## src/rtl/sound_pwm_out.sv

```systemverilog
// PWM speaker output stage with ramped volume/mute gain envelope.
// Optional SOUND_PWM_INSTANT_MUTE_EN: mute drops gain to 0 in one period.
module sound_pwm_out #(
  parameter int N            = 8,
  parameter int VOL_W        = 3,
  parameter int RAMP_PERIODS = 4
) (
  input  logic             clk,
  input  logic             rst,
  input  logic [N-1:0]     sample_i,
  input  logic [VOL_W-1:0] volume_i,
  input  logic             mute_i,
  output logic             pwm_o,
  output logic             period_start_o,
  output logic [N-1:0]     level_o,
  output logic [VOL_W:0]   gain_o,
  output logic [1:0]       state_o
);

  localparam int RDW =
    (RAMP_PERIODS > 1) ? $clog2(RAMP_PERIODS) : 1;
  localparam logic [RDW-1:0] RDIV_LAST = RDW'(RAMP_PERIODS - 1);

  localparam logic [1:0] ST_IDLE      = 2'd0;
  localparam logic [1:0] ST_RAMP_UP   = 2'd1;
  localparam logic [1:0] ST_HOLD      = 2'd2;
  localparam logic [1:0] ST_RAMP_DOWN = 2'd3;

  logic [N-1:0]     cnt_q, cnt_d;
  logic [N-1:0]     level_q, level_d;
  logic [VOL_W:0]   gain_q, gain_d;
  logic [RDW-1:0]   rdiv_q, rdiv_d;
  logic [1:0]       state_q, state_d;
  logic             ps_q, ps_d;

  logic             boundary;
  logic [VOL_W:0]   target;
  logic [N+VOL_W:0] prod;

  assign boundary = (cnt_q == '1);
  assign target   = mute_i ? '0
                  : {1'b0, volume_i} + (VOL_W+1)'(1);
  assign prod     = {{(VOL_W+1){1'b0}}, sample_i}
                  * {{N{1'b0}}, gain_q};

  always_comb begin
    cnt_d   = cnt_q + N'(1);
    ps_d    = boundary;
    level_d = level_q;
    gain_d  = gain_q;
    rdiv_d  = rdiv_q;
    state_d = state_q;
    if (boundary) begin
      // level uses the old gain; a new gain shows up next period
      level_d = N'(prod >> VOL_W);
      if (gain_q == target) begin
        rdiv_d = '0;
      end else if (rdiv_q == RDIV_LAST) begin
        rdiv_d = '0;
        if (gain_q < target) gain_d = gain_q + (VOL_W+1)'(1);
        else                 gain_d = gain_q - (VOL_W+1)'(1);
      end else begin
        rdiv_d = rdiv_q + RDW'(1);
      end
`ifdef SOUND_PWM_INSTANT_MUTE_EN
      if (mute_i) begin
        gain_d = '0;
        rdiv_d = '0;
      end
`endif
      unique case (1'b1)
        (gain_d < target): state_d = ST_RAMP_UP;
        (gain_d > target): state_d = ST_RAMP_DOWN;
        (gain_d == target && target == '0):
          state_d = ST_IDLE;
        default:           state_d = ST_HOLD;
      endcase
    end
  end

  always_ff @(posedge clk) begin
    if (rst) begin
      cnt_q   <= '0;
      level_q <= '0;
      gain_q  <= '0;
      rdiv_q  <= '0;
      state_q <= ST_IDLE;
      ps_q    <= 1'b0;
    end else begin
      cnt_q   <= cnt_d;
      level_q <= level_d;
      gain_q  <= gain_d;
      rdiv_q  <= rdiv_d;
      state_q <= state_d;
      ps_q    <= ps_d;
    end
  end

  assign pwm_o          = (cnt_q < level_q);
  assign period_start_o = ps_q;
  assign level_o        = level_q;
  assign gain_o         = gain_q;
  assign state_o        = state_q;

endmodule

```

## config.mk

```make
export PLATFORM = sky130hd
export DESIGN_NAME = sound_pwm_out
export DESIGN_NICKNAME = d
export VERILOG_FILES = /design/src/rtl/sound_pwm_out.sv
export SDC_FILE = /design/constraint.sdc
export NUM_CORES = 1
export LEC_CHECK = 0
export ABC_AREA = 1
export BUFFER_PORTS_ARGS = -buffer_cell sky130_fd_sc_hd__buf_2
export CAP_MARGIN = 40
export CORE_ASPECT_RATIO = 1.4
export CORE_MARGIN = 8
export CORE_UTILIZATION = 50
export DETAILED_ROUTE_END_ITERATION = 10
export HOLD_SLACK_MARGIN = 0.1
export PLACE_DENSITY = 0.81
export SKIP_LAST_GASP = 1
export SLEW_MARGIN = 20
export SYNTH_ARGS = -nofsm -noshare
export SYNTH_HDL_FRONTEND = slang
export SYNTH_SLANG_ARGS = --single-unit
```

## constraint.sdc

```tcl
create_clock -name clk -period 3.2 [get_ports clk]
set_input_delay 0.16 -clock clk [delete_from_list [all_inputs] [get_ports clk]]
set_output_delay 0.16 -clock clk [all_outputs]
set_load 0.01 [all_outputs]
```

Yosys cells after proc, flatten, opt, wreduce, memory -nomap -nowiden
Cells that the tools add are included.
{"block": "word_totals", "regBits": 25, "in_bits": 14, "out_inout_bits": 16, "elab_cells": 30}
{"block": "classes", "add_sub_neg": 5, "n_mul": 1, "magnitude_cmp": 4, "eq_ne": 4, "n_mux": 8, "reduce_logical": 2}
{"op": "$mux 4", "n": 5}
{"op": "$mul 8x4->11", "n": 1}
{"op": "$add 8x1->8 const B", "n": 1}
{"op": "$eq 4x4->1", "n": 2}
{"op": "$eq 8x8->1 const B", "n": 1}
{"op": "$lt 4x4->1", "n": 2}
{"op": "$lt 8x8->1", "n": 1}
{"op": "$pmux 2 s3", "n": 1}
{"op": "$add 3x1->4 const B", "n": 1}
{"op": "$add 4x1->4 const B", "n": 1}
{"op": "$gt 4x4->1", "n": 1}
{"op": "$logic_not 4->1", "n": 1}
{"op": "$mux 2", "n": 2}
{"op": "$sub 4x1->4 const B", "n": 1}
{"op": "$add 2x1->2 const B", "n": 1}
{"op": "$eq 2x2->1 const B", "n": 1}
{"op": "$logic_and 1x1->1", "n": 1}

Depth between registers and ports, before layout
Gate-level depths: netlist (run 1).
{"block": "logic_depth", "depth_word": 10, "ltp_mapped": 24, "ltp_nobuf": 24}

Least setup slack after synthesis (run 1)
Ideal clock, no wire load.
{"block": "synth_path", "kind": "flip-flop to flip-flop", "start": "register gain_q[3], in the netlist gain_o[3]", "end": "register level_q[5], in the netlist level_o[5]", "setup_ps": 56, "arrival_time_ps": 2897, "required_time_ps": 3144, "path_slack_ps": 247, "stages_incl_launch_ff": 15, "path_buffers": 1, "period_less_slack_ps": 2953, "cell_sequence": "dfxtp_1 > buf_2 > nand2_1 > fa_1 > fa_1 > inv_1 > fa_1 > nand2_1 > nand2_1 > o21ai_0 > o21ai_0 > or2_1 > nand3_1 > nand2_1 > inv_1"}
{"block": "synth_between", "elab_chain_len": 1}
{"item": "start, declared", "line": "31", "source": "logic [VOL_W:0] gain_q, gain_d;"}
{"item": "start signal, assigned", "line": "92", "source": "gain_q <= gain_d;"}
{"item": "$mul 8x4->11", "line": "44", "source": "* {{N{1'b0}}, gain_q};"}
{"item": "end signal, assigned", "line": "91", "source": "level_q <= level_d;"}
{"item": "end, declared", "line": "30", "source": "logic [N-1:0] level_q, level_d;"}
Every way passes these cells.
A chain may end at the register's enable or synchronous reset.

Worst setup path in the final report (run 1)
{"block": "layout_path", "start": "register gain_q[3], in the netlist gain_o[3]", "end": "register state_q[1], in the netlist state_o[1]"}
{"block": "layout_between", "elab_chain_len": 8, "elab_cells_between_ends": 13, "cone_classes": "add/sub: 2; order compare: 3; eq/ne: 2; mux: 5; reduce/logical: 1"}
{"item": "$sub 4x1->4, or another cell as far along", "line": "61", "source": "else gain_d = gain_q - (VOL_W+1)'(1);"}
{"item": "$mux 4", "line": "60", "source": "if (gain_q < target) gain_d = gain_q + (VOL_W+1)'(1);"}
{"item": "$mux 4", "line": "58", "source": "end else if (rdiv_q == RDIV_LAST) begin"}
{"item": "$mux 4 (*)", "line": "56", "source": "if (gain_q == target) begin"}
{"item": "$mux 4 (*)", "line": "53", "source": "if (boundary) begin"}
{"item": "branches (longest 2 deep; another with $gt 4x4->1)"}
{"item": "$pmux 2 s3 (*)", "line": "71", "source": "unique case (1'b1)"}
{"item": "end signal, assigned", "line": "94", "source": "state_q <= state_d;"}
{"item": "end, declared", "line": "33", "source": "logic [1:0] state_q, state_d;"}
Mark *: on every way between the ends. The select of a mux whose other input is x is not followed.

==> results by group, run 1 <==
Run status
  • Status: completed

Synthesis
  • Top-count cell post-synth: nand2_1
  • Synth async-reset ratio: 0%
  • EDFF count, synth: 0
  • Synth top area share: about a fifth
  • Post-Synth Simple-Gate Area: between 20 and 25%
  • Ys Warns: 0
  • Seq cells post-synth: 25
  • Multiplexer area fraction after synthesis: 0%
  • Largest family of logic cells by synthesized area: adder cells
  • Synth top cells by count: 76 x nand2_1, 67 x inv_1, 32 x a21oi_1, 32 x ha_1
  • Post-Syn Instances: between 300 and 400
  • Xor and xnor area share after synthesis: ~2.5%
  • Post-synthesis compound-gate area fraction: about 14%
  • Syn Area/Cell: a little over 7 sq um
  • Most used DFF post-synth: dfxtp_1
  • Synth top area cells: dfxtp_1 21%, ha_1 17%, nand2_1 12%, fa_1 11%, inv_1 10%
  • Distinct cells, synth: 28
  • Sequential element share of the synthesized area: approximately a fifth
  • Synth Net Count: between 300 and 400
  • Post-Synth Adder-Cell Area: a little over a quarter
  • Cell area after synthesis: about 2400 sq um
  • Dominant cell type by area after synthesis: dfxtp_1

Die
  • Die area: between 7000 and 8000 sq um
  • Ports: 30
  • Core area: between 4000 and 5000 sq um
  • DIE WIDTH: between 70 and 80 um
  • Die H: ~98 um
  • Cell Rows: 30
  • Starting Density: 51.0%

GRT
  • Initial antenna violation count: 0
  • First-pass GRT wire length: roughly 9300 um
  • Vias in the first global route: around 2300
  • Tot GR Track Use: 15.5%
  • Pin count of the biggest net entering global routing: 18
  • Gr ovfl total: 0

Finish
  • Fin area: around 2700 sq um
  • P&R area growth vs syn: 12.8%
  • Nets: about 430
  • Antenna cells: 0
  • Share of cells above drive strength 1: 14.3%
  • Filler instances: between 400 and 500

Power
  • Power density cells: roughly 210 nW/um^2
  • Final Total Pwr: 0.582 mW
  • VDD IR max: between 0.00015 and 0.0002 V
  • Pleak: 1.57 nW

Setup path
  • Crit path max fanout: 6
  • Crit path arrival time: roughly 3.1 ns
  • Reg2reg start: gain_o[3]
  • Startpoint types: flip-flop
  • R2r endpoint: state_o[1]
  • CP Class: reg2reg
  • CP required: 3.37 ns
  • CP endpoint kind: flip-flop
  • FF-to-FF setup slack: ~0.25 ns
  • Reg2Reg Depth: 21

STA
  • Slew Limit Fails: 0
  • Max Clock Freq: between 300 and 400 MHz
  • Final worst path period need: slightly below 3 ns
  • Slew @ Worst Pin: about 0.46 ns
  • Final Hold Viols: 0
  • Skew final: between 0.0015 and 0.002 ns
  • RSZ-0062 raised after global routing: no
  • Fin crit share: between 90 and 100%
  • Slew headroom: 69.2%
  • Final setup vio count: 0

Hold path
  • Hold Crit Class: in2reg
  • Origin of the worst min-delay path: rst
  • Hold path cells: 2
  • Hold Crit Endpoint: cnt_q[0]

Detailed routing
  • Via-to-Cell Ratio: ~5
  • Drt initial violations: 84
  • Wirelength, routed: ~5300 um
  • DR WL/cell: 12.1 um
  • Antenna violation net count after detailed routing: 0
  • Drt pass-1 iters: 4
  • # DRC: 0
  • Vias: between 2000 and 2500

Clock tree
  • CTS Buffer Depth: 2
  • Worst skew pair latency: around 0.27 ns
  • CTS tree: yes
  • Setup bufs post-CTS: 0
  • Post-CTS Hold Buffers: 0
  • H-tree levels: 1
  • Cts bufs inserted: 3
  • Clock tree sinks: 25
  • Cts repair resizes: 0
  • Clock tree root driver cell: clkbuf_8
  • Clk slew on worst S/H paths: roughly 0.09 ns

Flow run
  • Max cap viols: 0

Place
  • Placer Congestion: roughly 0.85
  • Port Buf Inserts: 29
  • Dpl cell area: between 2000 and 3000 sq um
  • Post-DP HPWL: roughly 4400 um
-- routing by layer --
| layer | global-route usage, % | wire length (um) |
|---|---|---|
| met2 | 29.6 | 2890 |
| met3 | 1.33 | 139 |
| met5 | 0 | 0 |
| met4 | 5.15 | 82 |
| met1 | 16.6 | 2170 |
-- worst max-delay path by stage --
stage | start | to | slack [ns] | depth (start not counted)
3_5_place_dp | volume_i[0] | state_o[1] | -0.004 | 24
6_report | gain_o[3] | state_o[1] | 0.25 | 21
5_1_grt | gain_o[3] | state_o[1] | 0.02 | 18
4_1_cts | gain_o[1] | state_o[1] | 0.04 | 21
3_3_place_gp | volume_i[0] | state_o[1] | 0.15 | 25
2_1_floorplan | gain_o[3] | level_o[5] | 0.25 | 14
-- power by group --
part | internal (mW) | leakage (nW) | switching (mW)
clock network | 0.0883 | 0.0217 | 0.105
registers | 0.313 | 0.203 | 0.00356
logic | 0.0291 | 1.34 | 0.0438
-- final cells by class --
class | count | area, sq um | share of cell area, %
multi-input combinational | 236 | 1620 | 59.6
tap | 64 | 80.1 | 2.95
timing repair buffer | 37 | 205 | 7.55
sequential | 25 | 505 | 18.6
clock buffer | 3 | 41.3 | 1.52
inverter | 69 | 259 | 9.53
clock inverter | 1 | 7.51 | 0.276
-- sequential cells by signal, summed over array words and instances (netlist names) --
name,count
cnt_q,8
gain_o,4
level_o,8
period_start_o,1
rdiv_q,2
state_o,2
-- metrics by stage --
step	utilization (%)	instances	setup WS [ns]	setup TNS, ns	hold WS [ns]
final	57.5	435	0.246	0	0.190
after global routing	57.5	435	0.0222	0	0.208
after CTS	57.0	435	0.0433	0	0.197
after detailed placement	55.9	431	-0.00428	-0.00428	0.476
after global placement	55.9	431	0.150	0	0.444
after floorplan	-	337	0.247	0	0.404
-- worst max-delay path, stage by stage, from the launching register on --
cell     delay (ns)
dfxtp_2        0.36
buf_4          0.15
ha_1           0.31
nand2_1        0.10
inv_1          0.04
nand2_1        0.08
nand2_2        0.09
ha_1           0.28
nand2_1        0.06
nor2_1         0.04
nor2_1         0.13
inv_1          0.06
nand2_1        0.08
nand3_1        0.07
nand2_1        0.10
nand2_1        0.06
ha_1           0.29
nand2_1        0.06
nor2_1         0.15
nand4_1        0.11
a22oi_1        0.16
nor2_1         0.05
-- layout by cell type, fill, tap and decap left out, drive strengths merged, types with 3 or more instances in the layout --
| master | netlist | layout |
|---|---|---|
| nor2 | 27 | 27 |
| nand3 | 10 | 10 |
| dfxtp | 25 | 25 |
| inv | 69 | 69 |
| xor2 | 6 | 6 |
| ha | 32 | 32 |
| o21ai | 21 | 21 |
| buf | 7 | 37 |
| clkbuf | 0 | 3 |
| o21a | 5 | 5 |
| a21oi | 32 | 32 |
| fa | 13 | 13 |
| nand2 | 77 | 77 |
| nand4 | 5 | 5 |
-- logic make-up (layout without fill, tap and decap cells) --
family / Yosys count / after routing
AND/OR/NAND/NOR: 122 / 122
buffers and inverters: 76 / 110
AO/OA/AOI/OAI: 62 / 62
adder cells (fa/ha/maj): 45 / 45
flip-flops: 25 / 25
XOR/XNOR: 7 / 7
(Power assumes the default switching activity.)
==> run 2, diff against run 1 <==
Settings changed: CAP_MARGIN 40 to 10, CORE_UTILIZATION 50 to 59, PLACE_DENSITY 0.81 to 0.92, REMOVE_ABC_BUFFERS set to 1.
==> run 2 against run 1 <==
Against the previous run:
- clock-buffer cell count stayed put
- global-route usage is 0.81 points higher
- design area is 1.7% lower
- utilization is 11 points higher
- final cell count is 5.5% lower
- highest routed layer unchanged
- first-iteration DRC count stayed put
==> results by group, run 2 (synthesized netlist as in run 1, its figures left out) <==
Setup path
  • CP top delay family: adder cells
  • Most frequent CP cell: nand2_1
  • CP Class: reg2reg
  • FF-to-FF setup slack: 0.22 ns (-0.03 ns)
  • CP endpoint kind: flip-flop
  • Worst path slowest cell: fa_1
  • Reg2reg start: gain_o[3]
  • CP Cell Sequence: nand2_1, fa_1, fa_1, inv_1, fa_1, nand2_1, nand2_1, o21ai_0, o21ai_0, or2_1, nand3_1, nand2_1, inv_1
  • Reg2Reg Depth: 13 (-38%)
  • Crit path arrival time: 3.21 ns (+0.09 ns)
  • Crit path max fanout: 6 (unchanged)
  • WP buf/inv: 2 (-1)
  • R2r endpoint: level_o[5]
  • Startpoint types: flip-flop
  • CP required: 3.43 ns (+0.06 ns)
  • Critical Path Max Stage Delay: 0.54 ns (+0.18 ns)

Detailed routing
  • Drt initial violations: 84 (unchanged)
  • Antenna violation net count after detailed routing: 0 (unchanged)
  • Vias: 2222 (+1.4%)
  • DR WL/cell: 12.6 um (+3.7%)
  • Drt pass-1 iters: 4 (unchanged)
  • Via-to-Cell Ratio: 5.41 (+7.3%)
  • # DRC: 0 (unchanged)
  • Wirelength, routed: 5170 um (-2.1%)

Clock tree
  • Clock tree sinks: 25 (unchanged)
  • Clock tree root driver cell: clkbuf_8
  • CTS tree: yes
  • CTS Buffer Depth: 2 (unchanged)
  • Worst skew pair latency: 0.27 ns (about the same)
  • Post-CTS Hold Buffers: 0 (unchanged)
  • Cts bufs inserted: 3 (unchanged)
  • H-tree levels: 1 (unchanged)
  • Cts repair resizes: 0 (unchanged)
  • Clk slew on worst S/H paths: 0.09 ns (about the same)
  • Setup bufs post-CTS: 0 (unchanged)

STA
  • Fin crit share: 93.2% (+0.85 points)
  • Slew Limit Fails: 0 (unchanged)
  • Worst setup margin: 0.219 ns (-0.0272 ns)
  • Slew @ Worst Pin: 0.479 ns (+0.0182 ns)
  • Skew final: 0.00239 ns (+0.000417 ns)
  • Fin Setup TNS: 0 ns (unchanged)
  • Final Hold Viols: 0 (unchanged)
  • Worst Hold Slack: 0.198 ns (+0.00830 ns)
  • Final setup vio count: 0 (unchanged)
  • Final worst path period need: 2.98 ns (+0.0272 ns)
  • Slew headroom: 68.0% (-1.2 points)
  • Max Clock Freq: 335 MHz (-0.91%)
  • RSZ-0062 raised after global routing: no

Die
  • Die H: 91.6 um (-6.6%)
  • Ports: 30 (unchanged)
  • Starting Density: 61.5% (+11 points)
  • Core area: 3920 sq um (-17%)
  • Die area: 6410 sq um (-12%)
  • Cell Rows: 27 (-10%)
  • DIE WIDTH: 70.0 um (-6.2%)

Finish
  • Commonest non-fill, non-tap cell in the layout: nand2_1
  • Finished Layout Cells: 411 (-5.5%)
  • Antenna cells: 0 (unchanged)
  • P&R area growth vs syn: 10.8%
  • Fin area: 2670 sq um (-1.7%)
  • Nets: 428 (-0.70%)
  • Area occupied by multi-input gates: 1620 sq um (+0.16%)
  • Commonest non-fill, non-tap cells in the layout: 75 x nand2_1, 67 x inv_1, 31 x a21oi_1, 31 x ha_1, 29 x buf_2
  • Share of cells above drive strength 1: 14.1% (-0.16 points)
  • Post-route core utilization: 68.1% (+11 points)
  • Filler instances: 331 (-29%)
  • Storage cell area: 504 sq um (-0.25%)

Power
  • Final Total Pwr: 0.588 mW (+1.0%)
  • Pleak: 1.55 nW (-1.0%)
  • VDD IR max: 0.000401 V (+150%)
  • Power density cells: 220 nW/um^2 (+2.8%)

GRT
  • First-pass GRT wire length: 9170 um (-1.9%)
  • Vias in the first global route: 2278 (+0.53%)
  • Initial antenna violation count: 0 (unchanged)
  • Pin count of the biggest net entering global routing: 18 (unchanged)
  • Gr ovfl total: 0 (unchanged)
  • Tot GR Track Use: 16.3% (+0.81 points)

Place
  • Post-DP HPWL: 4290 um (-2.5%)
  • Port Buf Inserts: 29 (unchanged)
  • Placer Congestion: 0.907 (+7.3%)
  • Cells after DPL: 407 (-5.6%)
  • Worst slack, placed: 0.000795 ns (+0.00507 ns)
  • Dpl cell area: 2600 sq um (-1.8%)

Run status
  • Status: completed

Hold path
  • Hold path cells: 2 (unchanged)
  • Origin of the worst min-delay path: rst
  • Hold Crit Class: in2reg
  • Hold Crit Endpoint: state_o[1]

Flow run
  • Max cap viols: 0 (unchanged)
[run 2: how the worst max path moves through the flow]
stage,from,to,depth (start not counted)
2_1_floorplan,gain_o[3],level_o[5],13
3_3_place_gp,volume_i[0],state_o[1],25
3_5_place_dp,volume_i[0],state_o[1],24
4_1_cts,gain_o[3],level_o[5],13
5_1_grt,volume_i[0],state_o[1],24
6_report,gain_o[3],level_o[5],13
[run 2: power by group]
part           switching, mW  internal (mW)
clock network          0.109         0.0884
logic                 0.0438         0.0295
registers            0.00340          0.314
total                  0.156          0.432
[run 2: layer usage]
metal,wire length (um),vias to the layer above,global-route usage (%)
li1,-,1122,-
met1,1990,1024,16.0
met2,2800,64,32.6
met3,214,12,2.37
met4,164,0,6.72
met5,0,-,0
[run 2: layout make-up]
cell class	count	area share [%]
multi-input combinational	236	60.7
sequential	25	18.9
inverter	69	9.70
timing repair buffer	34	6.84
tap	43	2.01
clock buffer	3	1.55
clock inverter	1	0.281
==> run 3, diff against run 2 <==
Settings changed: ABC_AREA 1 to 0, CORE_MARGIN 8 to 10.
==> run 3 against run 2 <==
Against the previous run:
- clock skew up 0.0058 ns
- synthesized area down 2.3%
- utilization up 3.2 points
- total power up 1.6%
- first-iteration DRC count down 8.3%
- clock power down 4%
- combinational power up 23%
- setup slack worse by 0.10 ns
- non-clock buffer count up 18
- final cell count down 9.0%
- wire length up 2.8%
- global-route usage down 0.62 points
- largest cell class unchanged
- largest power group unchanged
==> results by group, run 3 <==
Synthesis
  • Post-Syn Instances: 283 (-16%)
  • Most used DFF post-synth: dfxtp_1
  • Post-Synth Simple-Gate Area: 25.8% (+3.2 points)
  • Top-count cell post-synth: nand2_1
  • EDFF count, synth: 0 (unchanged)
  • Cell area after synthesis: 2350 sq um (-2.3%)
  • Seq cells post-synth: 25 (unchanged)
  • Dominant cell type by area after synthesis: dfxtp_1
  • Distinct cells, synth: 46 (+64%)
  • Post-synthesis compound-gate area fraction: 13.8% (about the same)
  • Ys Warns: 0 (unchanged)
  • Largest family of logic cells by synthesized area: adder cells
  • Synth async-reset ratio: 0% (unchanged)
  • Synth top area cells: dfxtp_1 21%, ha_1 17%, fa_1 11%, nand2_1 6.4%, a21oi_1 4.9%
  • Post-Synth Adder-Cell Area: 28.1% (+0.64 points)
  • Syn Area/Cell: 8.32 sq um (+16%)
  • Multiplexer area fraction after synthesis: 0.425% (+0.43 points)
  • Sequential element share of the synthesized area: 21.3% (+0.49 points)
  • Synth top cells by count: 40 x nand2_1, 32 x ha_1, 25 x dfxtp_1, 25 x inv_1, 23 x a21oi_1
  • Synth top area share: 21.3% (+0.49 points)
  • Xor and xnor area share after synthesis: 5.21% (+2.7 points)

STA
  • RSZ-0062 raised after global routing: yes
  • Final worst path period need: 3.08 ns (+0.102 ns)
  • Slew @ Worst Pin: 0.558 ns (+0.0794 ns)
  • Skew final: 0.00821 ns (+0.00582 ns)
  • Fin crit share: 96.4% (+3.2 points)
  • Slew Limit Fails: 0 (unchanged)
  • Final Hold Viols: 0 (unchanged)
  • Slew headroom: 62.8% (-5.2 points)
  • Max Clock Freq: 324 MHz (-3.3%)
  • Fin Setup TNS: 0 ns (unchanged)
  • Final setup vio count: 0 (unchanged)

Setup path
  • Crit path max fanout: 8 (+2)
  • Worst path slowest cell: fa_1
  • Most frequent CP cell: fa_1
  • Critical Path Max Stage Delay: 0.51 ns (-0.03 ns)
  • CP required: 3.37 ns (-0.06 ns)
  • CP top delay family: adder cells
  • Crit path arrival time: 3.26 ns (+0.05 ns)
  • WP buf/inv: 1 (-1)
  • Startpoint types: flip-flop
  • CP endpoint kind: flip-flop
  • CP Cell Sequence: buf_4, and2_1, fa_1, fa_1, ha_1, nand3_1, nand2_1, a31oi_1, or4_1, o311ai_1
  • CP Class: reg2reg
  • FF-to-FF setup slack: 0.12 ns (-0.10 ns)

Flow run
  • Max cap viols: 0 (unchanged)

Finish
  • Nets: 391 (-8.6%)
  • Commonest non-fill, non-tap cells in the layout: 40 x nand2_1, 32 x ha_1, 29 x buf_2
  • Antenna cells: 0 (unchanged)
  • P&R area growth vs syn: 17.7%
  • Finished Layout Cells: 374 (-9.0%)
  • Filler instances: 290 (-12%)
  • Commonest non-fill, non-tap cell in the layout: nand2_1
  • Share of cells above drive strength 1: 22.7% (+8.5 points)

Die
  • Starting Density: 60.6% (-0.88 points)
  • Die area: 6950 sq um (+8.4%)
  • Core area: 3880 sq um (-0.86%)
  • Ports: 30 (unchanged)
  • DIE WIDTH: 73.4 um (+4.8%)
  • Die H: 94.8 um (+3.4%)
  • Cell Rows: 27 (unchanged)

Power
  • VDD IR max: 0.000252 V (-37%)
  • Pleak: 1.38 nW (-11%)
  • Final Total Pwr: 0.597 mW (+1.6%)
  • Power density cells: 215 nW/um^2 (-2.2%)

GRT
  • First-pass GRT wire length: 9240 um (+0.75%)
  • Tot GR Track Use: 15.7% (-0.62 points)
  • GRT met3 Usage: 1.68% (-0.69 points)
  • Top Usage Layer GRT: met2
  • Vias in the first global route: 2188 (-4.0%)
  • Met2 Usage GRT: 29.7% (-2.9 points)
  • Initial antenna violation count: 0 (unchanged)
  • Pin count of the biggest net entering global routing: 28 (+10)
  • GR Layer Usage met1: 17.2% (+1.2 points)
  • Gr ovfl total: 0 (unchanged)

Place
  • Placer Congestion: 0.933 (+2.8%)
  • Cells after DPL: 370 (-9.1%)
  • Post-DP HPWL: 4340 um (+1.0%)
  • Port Buf Inserts: 29 (unchanged)

Run status
  • Status: completed

Detailed routing
  • Wirelength, routed: 5310 um (+2.8%)
  • Drt pass-1 iters: 4 (unchanged)
  • DR WL/cell: 14.2 um (+13%)
  • # DRC: 0 (unchanged)
  • Via-to-Cell Ratio: 5.70 (+5.3%)
  • Vias: 2130 (-4.1%)
  • Drt initial violations: 77 (-8.3%)
  • Antenna violation net count after detailed routing: 0 (unchanged)

Clock tree
  • Cts bufs inserted: 3 (unchanged)
  • H-tree levels: 1 (unchanged)
  • Clk slew on worst S/H paths: 0.09 ns (about the same)
  • CTS Buffer Depth: 2 (unchanged)
  • CTS tree: yes
  • Clock tree root driver cell: clkbuf_8
  • Worst skew pair latency: 0.27 ns (about the same)
  • Clock tree sinks: 25 (unchanged)

Hold path
  • Hold Crit Class: in2reg
-- run 3: layout make-up --
class,count,area (sq um),share of cell area (%)
Clock buffer,3,41.3,1.49
Inverter,25,93.8,3.38
Timing Repair Buffer,52,322,11.6
Sequential cell,25,507,18.3
Clock inverter,1,7.51,0.271
Tap cell,43,53.8,1.94
Multi-Input combinational cell,225,1750,63.0
-- run 3: through the flow --
| stage | worst slack [ns] | area, sq um | utilization [%] | hold WS, ns |
|---|---|---|---|---|
| global placement | -0.0648 | 2690 | 69.3 | 0.442 |
| global route | -0.0452 | 2770 | 71.4 | 0.370 |
| floorplan | 0.0191 | 2320 | - | 0.227 |
| detailed placement | -0.198 | 2690 | 69.3 | 0.452 |
| CTS | 0.0685 | 2740 | 70.6 | 0.347 |
| finish | 0.116 | 2770 | 71.4 | 0.352 |
-- run 3: path summary, 6_finish.rpt --
kind / start / endpoint / cells past startpoint
max: gain_o[3] / level_o[5] / 10
min: rst / cnt_q[0] / 2
max reg2reg: gain_o[3] / level_o[5] / 10
min reg2reg: state_o[1] / state_o[1] / 2
-- run 3: timing repair --
item                       in CTS  in global routing
hold buffers                    0                  0
cloned                          0                  0
resized for setup               2                  8
buffers inserted                0                  0
setup endpoints to repair       4                  5
-- run 3: metal layers --
layer | share of wire [%] | routed length (um)
met5 | 0 | 0
met4 | 1.4 | 75
met3 | 5.3 | 281
met2 | 53 | 2810
met1 | 40 | 2150
-- run 3: cells by family after synthesis --
kind of cell | count (synthesis)
buffers and inverters | 33
DFF | 25
muxes | 1
adders and majority gates | 45
and+or+nand+nor | 112
AOI/OAI and AO/OA | 53
xor gates and xnor gates | 14
-- run 3: where the power goes --
part | leakage (nW) | internal (mW) | switching [mW] | total (mW)
sequential | 0.204 | 0.313 | 0.00394 | 0.317
clock | 0.0217 | 0.0883 | 0.102 | 0.190
combinational | 1.16 | 0.0427 | 0.0477 | 0.0904
